$ cat config.mk
export PLATFORM = sky130hd
export DESIGN_NAME = alu_4bit
export DESIGN_NICKNAME = d
export VERILOG_FILES = /design/src/rtl/alu_pkg.sv /design/src/rtl/alu_4bit_comb.sv /design/src/rtl/alu_4bit.sv
export SDC_FILE = /design/constraint.sdc
export NUM_CORES = 1
export LEC_CHECK = 0
export CORE_ASPECT_RATIO = 0.6
export CORE_UTILIZATION = 30
export CTS_BUF_LIST = sky130_fd_sc_hd__clkbuf_4
export DETAILED_ROUTE_END_ITERATION = 6
export PLACE_DENSITY = 0.51
export SKIP_CTS_REPAIR_TIMING = 1
export SLEW_MARGIN = 40
export SYNTH_ARGS = -nofsm -noshare
export SYNTH_HDL_FRONTEND = slang
export SYNTH_SLANG_ARGS = --single-unit
$ cat constraint.sdc
create_clock -name clk -period 2.3 [get_ports clk]
set_input_delay 0.345 -clock clk [delete_from_list [all_inputs] [get_ports clk]]
set_output_delay 0.345 -clock clk [all_outputs]
set_load 0.005 [all_outputs]
$ cat src/rtl/alu_pkg.sv
// rtl/alu_pkg.sv - shared width constant and opcode encoding for the 4-bit ALU
package alu_pkg;

  localparam int ALU_WIDTH = 4;

  typedef enum logic [2:0] {
    OP_ADD = 3'd0,
    OP_SUB = 3'd1,
    OP_AND = 3'd2,
    OP_OR  = 3'd3,
    OP_XOR = 3'd4,
    OP_NOT = 3'd5,
    OP_INC = 3'd6,
    OP_DEC = 3'd7
  } opcode_t;

  typedef struct packed {
    logic carry;
    logic zero;
    logic overflow;
  } alu_flags_t;

endpackage

$ cat src/rtl/alu_4bit_comb.sv
// rtl/alu_4bit_comb.sv - combinational operation and flag generation
module alu_4bit_comb
  import alu_pkg::*;
#(
  parameter int WIDTH = ALU_WIDTH
) (
  input  logic [WIDTH-1:0] a,
  input  logic [WIDTH-1:0] b,
  input  logic [2:0]       sel,
  output logic [WIDTH-1:0] result,
  output alu_flags_t       flags
);

  localparam int               MSB     = WIDTH - 1;
  localparam logic [WIDTH:0]   ONE     = (WIDTH + 1)'(1);
  localparam logic [WIDTH-1:0] MAX_POS = {1'b0, {(WIDTH - 1){1'b1}}};
  localparam logic [WIDTH-1:0] MIN_NEG = {1'b1, {(WIDTH - 1){1'b0}}};

  logic [WIDTH:0] a_ext;
  logic [WIDTH:0] b_ext;
  logic [WIDTH:0] sum;
  logic [WIDTH:0] diff;
  logic [WIDTH:0] inc;
  logic [WIDTH:0] dec;

  // One extra bit on every arithmetic path so the wrapped-out bit lands on carry/borrow.
  assign a_ext = {1'b0, a};
  assign b_ext = {1'b0, b};
  assign sum   = a_ext + b_ext;
  assign diff  = a_ext - b_ext;
  assign inc   = a_ext + ONE;
  assign dec   = a_ext - ONE;

  always_comb begin
    result         = '0;
    flags.carry    = 1'b0;
    flags.overflow = 1'b0;
    case (opcode_t'(sel))
      OP_ADD: begin
        {flags.carry, result} = sum;
        flags.overflow = (a[MSB] == b[MSB]) && (sum[MSB] != a[MSB]);
      end
      OP_SUB: begin
        {flags.carry, result} = diff;
        flags.overflow = (a[MSB] != b[MSB]) && (diff[MSB] != a[MSB]);
      end
      OP_AND: result = a & b;
      OP_OR:  result = a | b;
      OP_XOR: result = a ^ b;
      OP_NOT: result = ~a;
      OP_INC: begin
        {flags.carry, result} = inc;
        flags.overflow = (a == MAX_POS);
      end
      OP_DEC: begin
        {flags.carry, result} = dec;
        flags.overflow = (a == MIN_NEG);
      end
    endcase
    flags.zero = (result == '0);
  end

endmodule

$ cat src/rtl/alu_4bit.sv
// rtl/alu_4bit.sv - registered ALU with one-cycle valid-qualified issue
module alu_4bit
  import alu_pkg::*;
#(
  parameter int WIDTH = ALU_WIDTH
) (
  input  logic             clk,
  input  logic             rst,
  input  logic             in_valid,
  input  logic [WIDTH-1:0] A,
  input  logic [WIDTH-1:0] B,
  input  logic [2:0]       sel,
  output logic [WIDTH-1:0] result,
  output logic             carry,
  output logic             zero,
  output logic             overflow,
  output logic             out_valid
);

  logic [WIDTH-1:0] comb_result;
  alu_flags_t       comb_flags;

  alu_4bit_comb #(
    .WIDTH(WIDTH)
  ) u_comb (
    .a      (A),
    .b      (B),
    .sel    (sel),
    .result (comb_result),
    .flags  (comb_flags)
  );

  // Reset wins over an op issued in the same cycle; idle cycles hold the last result.
  always_ff @(posedge clk) begin
    if (rst) begin
      result    <= '0;
      carry     <= 1'b0;
      zero      <= 1'b1;
      overflow  <= 1'b0;
      out_valid <= 1'b0;
    end else begin
      out_valid <= in_valid;
      if (in_valid) begin
        result   <= comb_result;
        carry    <= comb_flags.carry;
        zero     <= comb_flags.zero;
        overflow <= comb_flags.overflow;
      end
    end
  end

endmodule

==> flow_metrics.env <==
export IMPL_relSlewSlack_pct=77.4
export IMPL_diodes=0
export IMPL_finalSetupViolCount=0
export IMPL_nFillCells=349
export IMPL_r2r_end="result[2]"
export IMPL_clockRootBuffer="clkbuf_4"
export IMPL_cts_tree="yes"
export IMPL_synth_seq_cells=8
export IMPL_critPathMaxStageDelay_ns=0.54
export IMPL_drt_iter0_markers=73
export IMPL_final_common_cell="buf_4"
export IMPL_numCtsBuffers=3
export IMPL_syn_cell_area_um2=1110
export IMPL_instances_no_fill=249
export IMPL_min_delay_path_depth=2
export IMPL_drv_slew=0
export IMPL_vias=1258
export IMPL_synth_compound_area_share_pct=25.3
export IMPL_reg2reg_from="result[2]"
export IMPL_layout_nets=237
export IMPL_wl_um=3340
export IMPL_fmax_mhz=460
export IMPL_min_from="result[0]"
export IMPL_antenna_found_initial=0
export IMPL_reg2regPathDepth=2
export IMPL_critPathLaunchType="input port"
export IMPL_rsz0062_at_grt="false"
export IMPL_final_cell_mix="38 x buf_4, 18 x nor2_1, 17 x clkdlybuf4s50_1, 14 x ha_1, 12 x inv_1"
export IMPL_port_buffer_count=21
export IMPL_r2r_setup_slack_ns=1.50
export IMPL_crit_path_top_delay_cell="or4_4"
export IMPL_grt_pass1_wl_um=5550
export IMPL_synth_top_family_by_area="compound AO/OA/AOI/OAI gates"
export IMPL_async_reset_ff_share_pct=0
export IMPL_hold_viol_final=0
export IMPL_dieWidth_um=80.7
export IMPL_dieArea_um2=3970
export IMPL_hpwl_um=2810
export IMPL_outcome="complete, no violations"
export IMPL_yosys_warnings=0
export IMPL_hold_end="result[0]"
export IMPL_ir_worst_vdd_mv=0.203
export IMPL_endpoint_kind="register"
export IMPL_crit_top_cell="inv_2"
export IMPL_synthMuxAreaShare_pct=0.899
export IMPL_ys_flop_type="dfxtp_1"
export IMPL_finalCritPeriodShare_pct=94.5
export IMPL_grt_start_max_net_pins=12
export IMPL_synth_edf_count=0
export IMPL_drcViolationCount=0
export IMPL_syn_avg_cell_area_um2=7.37
export IMPL_first_pass_iters=4
export IMPL_track_usage_pct=18.7
export IMPL_clock_skew_ns=0
export IMPL_overflow=0
export IMPL_post_drt_via_cell_ratio=5.05
export IMPL_drive_gt1_share_pct=26.5
export IMPL_syn2layout_area_growth_pct=48.8
export IMPL_yosys_area_share_adder_pct=20.4
export IMPL_cts_sinks=8
export IMPL_row_count=16
export IMPL_synthCells=151
export IMPL_htree_levels=1
export IMPL_fin_crit_ns=2.17
export IMPL_required_ns=2.47
export IMPL_synth_net_count=182
export IMPL_cap_violations=0
export IMPL_route_antenna_remaining_nets=0
export IMPL_dp_cells=246
export IMPL_p_leak_nw=0.820
export IMPL_cp_data_arrival_time_ns=2.35
export IMPL_hold_path_class="register to register"
export IMPL_core_area_um2=3400
export IMPL_synth_cell_types=44
export IMPL_cp_top_family="simple AND/OR/NAND/NOR gates"
export IMPL_path_buf_inv=3
export IMPL_clkTransAtPathRegs_ns=0.05
export IMPL_power_density_nw_per_um2=338
export IMPL_worst_slew_pin_slew_ns=0.339
export IMPL_start_util_pct=32.7
export IMPL_path_cells="dlymetal6s2s_1 > inv_2 > ha_2 > inv_2 > fa_1 > nor2_1 > a211oi_1 > o21ai_1 > a21oi_2 > or4_4 > o31ai_2"
export IMPL_pin_count=22
export IMPL_grt_pass1_vias=1177
export IMPL_worst_setup_path_type="input port to register"
export IMPL_synth_xor_area_share_pct=5.51
export IMPL_gp_congestion=0.951
export IMPL_yosys_area_share_simple_pct=23.8
export IMPL_yosysSeqAreaShare_pct=14.4
export IMPL_clock_latency_ns=0.26
export IMPL_cts_buffer_depth=2
export IMPL_wl_per_cell_um=13.4
export IMPL_final_util_pct=48.7
export IMPL_cp_max_fo=2
export IMPL_fp_dieH_um=49.2
==> stage by stage <==
step	total power, W	hold WS (ns)	area [um2]	setup WS (ns)	setup TNS, ns
2_1_floorplan	0.000303	0.417	1110	0.136	0
3_3_place_gp	0.000447	0.471	1620	-0.388	-1.52
3_5_place_dp	0.000449	0.469	1620	-0.429	-1.53
4_1_cts	0.000562	0.478	1640	-0.173	-0.239
5_1_grt	0.000607	0.525	1660	0.00723	0
6_report	0.000560	0.473	1660	0.127	0
==> metal layers <==
layer	up-vias	part of all wire, %	track usage (%)
li1	636	-	-
met1	579	52	27.8
met2	39	41	27.3
met3	4	6.7	3.55
met4	0	0.69	4.46
met5	-	0	0
==> flip-flops by register name (all words and copies together), names as in the netlist <==
name / flops
zero: 1
overflow: 1
out_valid: 1
carry: 1
result: 4
==> worst max path at each step <==
stage	startpoint	endpoint	slack, ns	depth (start not counted)
global placement	A[0]	zero	-0.39	11
CTS	A[0]	zero	-0.17	11
floorplan	A[0]	zero	0.14	10
finish	A[0]	zero	0.13	11
global route	A[0]	zero	0.007	11
detailed placement	A[0]	zero	-0.43	11
==> cells in the mapped netlist, drive strengths merged, types with 3 or more instances <==
library cell | n | area (um2)
ha | 15 | 188
dfxtp | 8 | 160
o21ai | 8 | 43.8
nor2 | 19 | 73.8
nor3 | 5 | 25.0
and3 | 3 | 20.0
o211ai | 3 | 22.5
inv | 16 | 60.1
a21oi | 8 | 40.0
nor4 | 4 | 25.0
xnor2 | 7 | 61.3
nand2 | 10 | 37.5
a21o | 4 | 30.0
buf | 6 | 36.3
clkbuf | 3 | 11.3
a211oi | 3 | 22.5
==> where the power goes <==
group / switching (W) / internal [W] / total, W
logic: 0.000138 / 0.000157 / 0.000295
clock network: 0.0000499 / 0.0000599 / 0.000110
registers: 0.00000524 / 0.000150 / 0.000155
total: 0.000193 / 0.000367 / 0.000560
==> worst min-delay path: stages (launching register included) <==
cell     delay (ns)
dfxtp_1        0.30
nor2_1         0.08
nor3_1         0.04
==> area by class of cell <==
class / count / area (um2) / area share, %
sequential: 8 / 160 / 9.67
timing repair buffer: 59 / 505 / 30.5
multi-input combinational: 118 / 852 / 51.4
clock buffer: 3 / 22.5 / 1.36
tap: 45 / 56.3 / 3.40
inverter: 16 / 60.1 / 3.63
==> cell families (layout without fill, tap and decap cells) <==
| kind of cell | Yosys count | count (layout) |
|---|---|---|
| flops | 8 | 8 |
| buf+inv | 25 | 78 |
| xor+xnor | 7 | 7 |
| simple gates | 53 | 53 |
| compound gates | 40 | 40 |
| fa+ha+maj | 17 | 17 |
| mux | 1 | 1 |
Note: power is estimated with default switching activity, not from simulation.
